## config.mk

```make
export PLATFORM = sky130hd
export DESIGN_NAME = ov7670_config_sequencer_flat
export DESIGN_NICKNAME = d
export VERILOG_FILES = /design/src/rtl/ov7670_config_sequencer_pkg.sv /design/src/rtl/ov7670_config_sequencer_if.sv /design/src/rtl/ov7670_config_sequencer_delay_timer.sv /design/src/rtl/ov7670_config_sequencer.sv /design/src/flat_wrapper.sv
export SDC_FILE = /design/constraint.sdc
export NUM_CORES = 1
export LEC_CHECK = 0
export ABC_AREA = 1
export BUFFER_PORTS_ARGS = -buffer_cell sky130_fd_sc_hd__buf_2
export CORE_MARGIN = 5
export CORE_UTILIZATION = 40
export CTS_CLUSTER_DIAMETER = 60
export DETAILED_ROUTE_END_ITERATION = 10
export PLACE_DENSITY = 0.64
export SYNTH_ARGS = -nofsm -noshare
export SYNTH_HDL_FRONTEND = slang
export SYNTH_SLANG_ARGS = --single-unit
```

## constraint.sdc

```tcl
create_clock -name clk -period 3.85 [get_ports clk]
set_input_delay 0.5775 -clock clk [delete_from_list [all_inputs] [get_ports clk]]
set_output_delay 0.5775 -clock clk [all_outputs]
set_load 0.05 [all_outputs]
```

## src/rtl/ov7670_config_sequencer_pkg.sv

```systemverilog
// Shared constants and FSM state encoding for the OV7670 register-init sequencer.
package ov7670_pkg;

   localparam logic [15:0] ROM_END   = 16'hFFFF;
   localparam logic [15:0] ROM_DELAY = 16'hFFF0;

   typedef enum logic [2:0] {
      IDLE,
      FETCH,
      DECODE,
      SEND,
      WAIT,
      DELAY,
      FINISH
   } state_t;

endpackage

```

## src/rtl/ov7670_config_sequencer_if.sv

```systemverilog
// Request/completion channel between the config sequencer and the SCCB write master.
interface ov7670_sccb_if;

   logic       sccb_valid;
   logic       sccb_ready;
   logic [7:0] sccb_reg;
   logic [7:0] sccb_data;
   logic       sccb_done;

   modport master (output sccb_valid, sccb_reg, sccb_data, input sccb_ready, sccb_done);
   modport slave  (input sccb_valid, sccb_reg, sccb_data, output sccb_ready, sccb_done);

endinterface

```

## src/rtl/ov7670_config_sequencer_delay_timer.sv

```systemverilog
// Delay counter: cleared by load, counts while enabled, flags the last cycle of the delay.
module cfg_delay_timer #(
   parameter int DELAY_CYCLES = 250000
) (
   input  logic clk,
   input  logic rst,
   input  logic load,
   input  logic count,
   output logic term
);

   localparam int CW = (DELAY_CYCLES > 1) ? $clog2(DELAY_CYCLES) : 1;

   logic [CW-1:0] cnt;

   assign term = (cnt == CW'(DELAY_CYCLES - 1));

   always_ff @(posedge clk) begin
      if (rst)
         cnt <= '0;
      else if (load)
         cnt <= '0;
      else if (count)
         cnt <= cnt + CW'(1);
   end

endmodule

```

## src/rtl/ov7670_config_sequencer.sv

```systemverilog
// Walks the init ROM from address 0, issuing each {reg, value} pair to the SCCB master;
// FFF0 words insert a fixed delay, FFFF (or the top of the address space) ends the run.
module ov7670_config_sequencer
   import ov7670_pkg::*;
#(
   parameter int DELAY_CYCLES = 250000,
   parameter int ADDR_W       = 8
) (
   input  logic              clk,
   input  logic              rst,
   input  logic              start,
   output logic [ADDR_W-1:0] rom_addr,
   input  logic [15:0]       rom_dout,
   ov7670_sccb_if.master     sccb,
   output logic              busy,
   output logic              done
);

   state_t state;
   logic   tmr_load, tmr_term, adv;

   assign tmr_load = (state == DECODE) && (rom_dout == ROM_DELAY);
   assign adv      = ((state == WAIT) && sccb.sccb_done) || ((state == DELAY) && tmr_term);

   cfg_delay_timer #(.DELAY_CYCLES(DELAY_CYCLES)) u_timer (
      .clk   (clk),
      .rst   (rst),
      .load  (tmr_load),
      .count (state == DELAY),
      .term  (tmr_term)
   );

   always_ff @(posedge clk) begin
      if (rst) begin
         state           <= IDLE;
         rom_addr        <= '0;
         sccb.sccb_valid <= 1'b0;
         sccb.sccb_reg   <= '0;
         sccb.sccb_data  <= '0;
         busy            <= 1'b0;
         done            <= 1'b0;
      end else begin
         case (state)
            IDLE: if (start) begin
               state    <= FETCH;
               rom_addr <= '0;
               busy     <= 1'b1;
               done     <= 1'b0;
            end
            FETCH: state <= DECODE;
            DECODE: begin
               if (rom_dout == ROM_END)
                  state <= FINISH;
               else if (rom_dout == ROM_DELAY)
                  state <= DELAY;
               else begin
                  sccb.sccb_reg   <= rom_dout[15:8];
                  sccb.sccb_data  <= rom_dout[7:0];
                  sccb.sccb_valid <= 1'b1;
                  state           <= SEND;
               end
            end
            SEND: if (sccb.sccb_ready) begin
               sccb.sccb_valid <= 1'b0;
               state           <= WAIT;
            end
            // Last address terminates the run rather than wrapping back to 0.
            WAIT, DELAY: if (adv) begin
               if (rom_addr == '1)
                  state <= FINISH;
               else begin
                  rom_addr <= rom_addr + 1'b1;
                  state    <= FETCH;
               end
            end
            FINISH: begin
               busy  <= 1'b0;
               done  <= 1'b1;
               state <= IDLE;
            end
            default: state <= IDLE;
         endcase
      end
   end

endmodule

```

## src/flat_wrapper.sv

```systemverilog
// flat-port wrapper written by rule: the top's interface ports become plain ports
module ov7670_config_sequencer_flat import ov7670_pkg::*;
#(
   parameter int DELAY_CYCLES = 250000,
   parameter int ADDR_W       = 8
)
  (clk, rst, start, rom_addr, rom_dout, busy, done, sccb_sccb_valid, sccb_sccb_reg, sccb_sccb_data, sccb_sccb_ready, sccb_sccb_done);
  ov7670_sccb_if sccb_i ();
  input  logic clk;
  input  logic rst;
  input  logic start;
  output logic [ADDR_W-1:0] rom_addr;
  input  logic [15:0] rom_dout;
  output logic busy;
  output logic done;
  output wire logic [$bits(sccb_i.sccb_valid)-1:0] sccb_sccb_valid;
  output wire logic [$bits(sccb_i.sccb_reg)-1:0] sccb_sccb_reg;
  output wire logic [$bits(sccb_i.sccb_data)-1:0] sccb_sccb_data;
  input wire logic [$bits(sccb_i.sccb_ready)-1:0] sccb_sccb_ready;
  input wire logic [$bits(sccb_i.sccb_done)-1:0] sccb_sccb_done;
  assign sccb_sccb_valid = sccb_i.sccb_valid;
  assign sccb_sccb_reg = sccb_i.sccb_reg;
  assign sccb_sccb_data = sccb_i.sccb_data;
  assign sccb_i.sccb_ready = sccb_sccb_ready;
  assign sccb_i.sccb_done = sccb_sccb_done;
  ov7670_config_sequencer #(.DELAY_CYCLES(DELAY_CYCLES), .ADDR_W(ADDR_W)) u_core (.clk(clk), .rst(rst), .start(start), .rom_addr(rom_addr), .rom_dout(rom_dout), .sccb(sccb_i), .busy(busy), .done(done));
endmodule
```

**Word-level counts from Yosys, hierarchy flattened**

Index checks and enable logic that the tools add are counted.

- Logic and storage cells: 62
- Flip-flop bits (word level): 48
- Input port bits: 21

- Reductions and logical operators: 15
- Add/sub/neg operators: 2
- Equal/unequal tests: 16
- Bitwise gates (word level): 2
- Multiplexer cells: 19

Operators by type and width:

| cell | number |
|---|---|
| $eq A16 B16 Y1 const B | 2 |
| $mux W8 | 3 |
| $add A18 B1 Y18 const B | 1 |
| $eq A18 B18 Y1 const B | 1 |
| $mux W3 | 6 |
| $pmux W8 S2 | 1 |
| $pmux W3 S5 | 1 |
| $ne A2 B2 Y1 const B | 5 |
| $eq A3 B3 Y1 const B | 3 |
| $add A8 B1 Y8 const B | 1 |
| $eq A8 B8 Y1 const B | 1 |
| $reduce_and A4 Y1 | 2 |
| $eq A3 B2 Y1 const B | 2 |
| $pmux W1 S2 | 3 |
| $reduce_and A3 Y1 | 2 |
| $reduce_bool A2 Y1 | 3 |
| $mux W1 | 5 |
| $reduce_or A2 Y1 | 2 |
| $eq A3 B1 Y1 const B | 1 |
| $logic_and A1 B1 Y1 | 3 |
| $logic_not A3 Y1 | 1 |
| $ne A2 B1 Y1 const B | 1 |
| $not A1 Y1 | 2 |
| $reduce_and A2 Y1 | 1 |
| $logic_or A1 B1 Y1 | 1 |

**Longest topological paths before layout**

Gate-level depths: netlist of the first run.

- Word-level depth: 5
- Depth in mapped cells: 11
- Gate-level depth less buffers: 10

**Modules after synthesis**

Synthesis of the first run repeated with hierarchy kept, for this count alone.

- Cells, all modules: 378
- Area total of the unflattened synthesis: 2517.4 sq um

Modules (own cells, without submodules):

| module | cells each | area an instance (sq um) | instances |
|---|---|---|---|
| ov7670_config_sequencer | 230 | 1554.0 | 1 |
| cfg_delay_timer | 148 | 963.4 | 1 |

**Least setup slack after synthesis of the first run**

OpenSTA, ideal clock, no wires.

- Kind: register to register
- Start point: reg u_core.rom_addr[1]
- End point: reg u_core.rom_addr[4]
- Slack: 1942 ps
- Clock period less this slack: 1908 ps
- Cell stages (with the launch flop): 9
- Arrival time: 1795 ps
- Path buffers: 0
- Path through: dfxtp_1 ha_1 nand3_1 nor3_1 nand2_1 nand3_2 nand2_1 nand2_1 nor2_1

- Word-level cells in the longest chain between the ends: 4
- Elaborated cells between the ends (all ways): 7

Ends and longest elaborated chain:

| element | RTL line | RTL |
|---|---|---|
| start: declaration | ov7670_config_sequencer.sv:12 | `output logic [ADDR_W-1:0] rom_addr,` |
| start signal: assignment | ov7670_config_sequencer.sv:72 | `rom_addr <= rom_addr + 1'b1;` |
| $add A8 B1 Y8 | ov7670_config_sequencer.sv:72 |  |
| $mux W8 | ov7670_config_sequencer.sv:69 | `if (rom_addr == '1)` |
| $mux W8 | ov7670_config_sequencer.sv:68 | `WAIT, DELAY: if (adv) begin` |
| $pmux W8 S2 | ov7670_config_sequencer.sv:43 | `case (state)` |

Several ways; a longest one is shown, not always the timed one. The select of a mux whose other input is x is not followed.
A chain may end at the register's enable or synchronous reset.

**Final worst setup path of the first run**

- Start point: reg u_core.rom_addr[1]
- End point: reg u_core.rom_addr[7]

Same word-level chain as after synthesis.

==> results of run 1 <==
-- routing by layer --
metal  track usage (%)  vias to the layer above  part of all wire [%]
li1                  -                     1288                     -
met1              20.5                     1090                    50
met2              25.8                       44                    45
met3              3.23                        6                   3.5
met4              5.55                        0                   1.2
met5                 0                        -                     0
-- critical path: cells and delay by family, from the launching register on --
kind,cells,cell delay (ps)
AO/OA/AOI/OAI,1,130
flip-flops,1,380
AND/OR/NAND/NOR,5,1030
adder cells (fa/ha/maj),1,200
-- logic make-up (layout without fill, tap and decap cells) --
family                   Yosys count  count (layout)  share of synthesized area (%)
AO/OA/AOI/OAI                     45              45                           9.10
XOR/XNOR                           8               8                           2.80
adder cells (fa/ha/maj)            2               2                           1.00
buffers and inverters             49              95                           8.35
flip-flops                        48              48                           38.4
AND/OR/NAND/NOR                  220             220                           40.3
-- metrics by stage --
| step | worst slack (ps) | hold slack (ps) | total power (µW) | area [µm²] |
|---|---|---|---|---|
| final | 2040 | 464 | 1410 | 2890 |
| after global routing | 1830 | 489 | 1510 | 2890 |
| after CTS | 2040 | 470 | 1430 | 2890 |
| after detailed placement | 1710 | 454 | 1040 | 2770 |
| after global placement | 1780 | 448 | 1040 | 2770 |
| after floorplan | 1940 | 453 | 953 | 2500 |
-- layout make-up --
cell class	count	area, µm²
Fill cell	621	3100
Multi-Input combinational cell	275	1330
Sequential cell	48	961
Timing Repair Buffer	47	235
Inverter	40	150
Tap cell	75	93.8
Clock buffer	6	82.6
Clock inverter	2	38.8
-- power by group through the flow --
stage | Combinational [µW] | Clock (µW) | Sequential [µW]
after floorplan | 228 | 0 | 726
after global placement | 439 | 0 | 599
after detailed placement | 440 | 0 | 600
after CTS | 441 | 398 | 589
after global routing | 494 | 422 | 596
final | 439 | 382 | 588
-- synthesized netlist by cell type --
cell,number
a21oi_1,39
buf_2,2
buf_6,3
clkbuf_1,4
dfxtp_1,48
ha_1,2
inv_1,38
inv_2,2
nand2_1,104
nand2_2,3
nand2_4,3
nand3_1,37
nand3_2,1
nand3_4,1
nand3b_1,1
nand4_1,15
nor2_1,43
nor2_2,2
nor2_4,4
nor3_1,4
o21a_1,1
o21ai_0,5
or2_2,2
xnor2_1,1
xor2_1,7
-- worst paths after layout --
path                                                  to
worst min-delay path            u_core.sccb.sccb_data[6]
worst max-delay path                  u_core.rom_addr[7]
worst max register to register        u_core.rom_addr[7]
worst min register to register  u_core.sccb.sccb_data[6]
==> flow_summary.ini, run 1 <==
[floorplan]
io_pins = 48
floorplan.initialDensity_pct = 41.8
dieArea_um2 = 7930
coreArea_um2 = 5990
die_height_um = 89.1
rows = 28
fp.dieW_um = 89.1

[worst_setup_path]
cp-startpoint = u_core.rom_addr[1]
r2r_setup_slack_ps = 2040
crit_arrival_ps = 2040
start_kind = flop
crit_type = reg2reg
cp_slowest_cell = dfxtp_1
cpMostUsedCell = nand2_1
critPathMaxStageDelay_ps = 380
path_cells = ha_1 -> nand3_1 -> nor3_1 -> nand2_1 -> nand3_2 -> nand2_1 -> a21oi_1
reg2reg_depth = 7
worstPathRequired_ps = 4080
r2r_start = u_core.rom_addr[1]
end_kind = flop
crit_fanout = 7

[final_layout]
fin_util_pct = 48.3
largest_reg_flops = 18
area_growth_pct = 15.7
finalNetCount = 440
layout-drive-gt1-share_pct = 17.5
fin_cells = 493
top_register = u_core.u_timer.cnt
mostFrequentLayoutCells = 104 x nand2_1, 48 x dfxtp_1, 47 x buf_2, 43 x nor2_1, 39 x a21oi_1
layout_commonest_cell = nand2_1
n_antenna_cell = 0

[clock_network]
post_cts_buffers = 0
root_buffer = clkbuf_8
clkLatencyLatePin_ps = 300
cts_max_level = 2
clk_pin_slew_worst_paths_ps = 90
cts_buffer_depth = 2
cts_made_buffers = 5
postCtsHoldBufs = 0
clock-sinks = 48
cts_tree = done
ctsResizeCount = 0

[logic_synthesis]
netlist_area_um2 = 2500
yosysTopAreaCell = dfxtp_1
ys_top_cells_by_area = dfxtp_1 38%, nand2_1 16%, a21oi_1 7.8%, nand3_1 7.4%, nor2_1 6.5%
synth_top_area_share_pct = 38.4
syn_inst = 372
yosysSeqAreaShare_pct = 38.4
yosys_warnings = 0
syn_nets = 395
synth_cell_type_count = 25
syn_avg_cell_area_um2 = 6.72
synth-seq-cells = 48

[run]
cap_violations = 0

[sta]
slew_headroom_pct = 55.3
rsz0062_at_grt = false
max_freq_mhz = 552
hold_violations = 0
slew_violations = 0
clock_skew_ps = 6.49
min_period_ps = 1810
tightest_slew_ps = 669
setup_viol = 0
fin_crit_sh_pct = 47.0
tns_ps = 0

[power_and_ir_drop]
pwr-share-seq_pct = 41.7
internal_power_uw = 874
p_sw_share_pct = 38.0
p_leak_uw = 0.00120
p_per_area_nw_per_um2 = 487
p_sw_uw = 536
comb_power_share_pct = 31.2
ir_worst_vdd_mv = 0.266
p_clk_share_pct = 27.1

[routing]
wl_mm = 5.58
drt-initial-drc-count = 48
vias_per_cell = 4.92
dr.pass1.iters = 4
wl_per_cell_um = 11.3
antenna_left = 0
drcViolationCount = 0
num_vias = 2428

[global_routing]
grt_pass1_wl_mm = 10.0
antenna_found_initial = 0
grt_usage_pct = 15.7
grt_pass1_vias = 2333
grt_max_degree = 26
gr-total-overflow = 0

[min_path]
hp-start = u_core.sccb.sccb_data[6]
hp-class = reg2reg
hold_depth = 2

[placement]
dpl.cell_count = 485
hpwl_mm = 4.18
place.gp.congestion = 0.846
io_buffers = 47

[run_status]
status = completed
Note: power is estimated with default switching activity, not from simulation.
==> inputs of run 2 (changes only) <==
- ABC_AREA: 1 -> 0
- PLACE_DENSITY: 0.64 -> 0.65
- clock period: 3.85 -> 1.8 ns (I/O delays scaled with it)
==> run 2 against run 1 <==
  * Cell count is 20% lower
  * Clock power is 77% higher
  * Synthesized area is 9.7% lower
  * Worst setup slack worse by 2000 ps
  * Critical path depth is 2 lower
  * Critical path type unchanged
  * Critical endpoint is now u_core.rom_addr[1]
  * Largest power group unchanged
  * Highest routed layer unchanged
==> flow_summary.ini, run 2 <==
[global_routing]
antenna_found_initial = 0
grt_pass1_vias = 1944
grt_pass1_wl_mm = 8.23
gr-total-overflow = 0
grt_max_degree = 19
grt_usage_pct = 13.6

[clock_network]
cts_tree = done
cts_made_buffers = 5
clkLatencyLatePin_ps = 300
cts_max_level = 2
clk_pin_slew_worst_paths_ps = 90
clock-sinks = 48
root_buffer = clkbuf_8
cts_buffer_depth = 2

[routing]
dr.pass1.iters = 4
drcViolationCount = 0
wl_per_cell_um = 12.4
drt-initial-drc-count = 60
antenna_left = 0
wl_mm = 4.91
vias_per_cell = 5.04
num_vias = 1997

[logic_synthesis]
netlist_area_um2 = 2260
synthArstFlopShare_pct = 0
synthFlopType = dfxtp_1
syn_avg_cell_area_um2 = 9.07
synth_enable_flop_cells = 0
syn_nets = 272
synthTopCellsByCount = 48 x dfxtp_1, 39 x nor2_1, 17 x mux2i_1
synth_top_area_share_pct = 42.5
synth-seq-cells = 48
ys_top_cells_by_area = dfxtp_1 43%, mux2i_1 7.5%, nor2_1 6.5%, xor2_1 4.3%, nand2_1 2.5%
yosysTopAreaCell = dfxtp_1
yosysSeqAreaShare_pct = 42.5
yosys_warnings = 0
synth_cell_type_count = 47
synth.most_common_cell = dfxtp_1
syn_inst = 249

[floorplan]
io_pins = 48
die_height_um = 85.1
dieArea_um2 = 7250
rows = 27
floorplan.initialDensity_pct = 41.0
coreArea_um2 = 5510
fp.dieW_um = 85.1

[sta]
setup_viol = 0
layout_setup_ws_ps = 86.9
min_period_ps = 1710
hold_violations = 0
max_freq_mhz = 584
slew_violations = 0
clock_skew_ps = 8.70
slew_headroom_pct = 73.7
tightest_slew_ps = 392
fin_crit_sh_pct = 95.2

[worst_setup_path]
crit_arrival_ps = 1940
start_kind = flop
worstPathRequired_ps = 2030
end_kind = flop
crit_type = reg2reg
crit_fanout = 4

[run_status]
status = completed

[final_layout]
fin_cells = 396
mostFrequentLayoutCells = 47 x buf_2, 45 x dfxtp_1, 39 x nor2_1, 29 x buf_4, 17 x mux2i_1
n_antenna_cell = 0
layout-drive-gt1-share_pct = 31.5
top_register = u_core.u_timer.cnt
area_growth_pct = 28.7
largest_reg_flops = 18
layout_commonest_cell = buf_2
finalNetCount = 346

[power_and_ir_drop]
p_leak_uw = 0.00124
ir_worst_vdd_mv = 0.662
p_per_area_nw_per_um2 = 974

[min_path]
hp-class = in2reg

[placement]
hpwl_mm = 3.65
dp_slack_ps = -119
place.gp.congestion = 0.772
dpl.cell_count = 387
io_buffers = 47

[run]
cap_violations = 0
run 2: logic make-up after synthesis:
group,count (synthesis),synth area share [%]
AOI/OAI and AO/OA,36,11.9
xor gates and xnor gates,17,6.59
adders and majority gates,2,1.11
buffers and inverters,16,4.10
DFF,48,42.5
muxes,17,7.53
and+or+nand+nor,113,26.2
run 2: per-stage QoR:
step	util (%)	cell area [µm²]	total power, µW	setup TNS, ps	hold slack, ps
final	52.8	2910	2830	0	224
after detailed placement	50.0	2750	2140	-1760	449
after CTS	51.9	2860	2820	0	215
after global routing	52.8	2910	2990	-3.51	214
after global placement	50.0	2750	2130	-1290	447
after floorplan	-	2260	1910	0	417
run 2: path summary, 6_finish.rpt:
check / startpoint / endpoint / slack (ps) / cells after the start
worst max-delay path: u_core.state[1] / u_core.rom_addr[1] / 90 / 5
worst min-delay path: rom_dout[6] / u_core.sccb.sccb_data[6] / 220 / 3
worst max register to register: u_core.state[1] / u_core.rom_addr[1] / 90 / 5
worst min register to register: u_core.rom_addr[0] / u_core.rom_addr[0] / 460 / 1
run 2: critical path: stages, from the launching register on:
cell	delay, ps
dfxtp_2	340
and4b_4	340
nand3_2	110
o221a_4	280
or3_4	410
o2bb2ai_1	160
run 2: area by class of cell:
class / count / area, µm²
Fill cell: 503 / 2600
Multi-Input combinational cell: 185 / 1240
Sequential cell: 48 / 967
Timing Repair Buffer: 78 / 493
Tap cell: 72 / 90.1
Clock buffer: 6 / 82.6
Inverter: 5 / 18.8
Clock inverter: 2 / 13.8
run 2: report_power, final:
group	internal, µW	total (µW)	switching, µW	leakage (µW)
registers	1150	1210	56.6	0.000390
clock network	313	676	363	0.0000477
logic	353	946	593	0.000803
total	1820	2830	1010	0.00124
run 2: routing by layer:
metal | vias to the layer above | global-route usage, % | share of wire (%)
li1 | 1036 | - | -
met1 | 909 | 17.6 | 50
met2 | 50 | 21.5 | 43
met3 | 2 | 5.05 | 5.8
met4 | 0 | 3.45 | 0.59
met5 | - | 0 | 0
run 2: what timing repair did:
item,CTS,global route
setup buffers,0,1
endpoints found under the setup margin,6,20
pin swaps,0,1
gates resized for setup,2,5
hold buffers,0,0
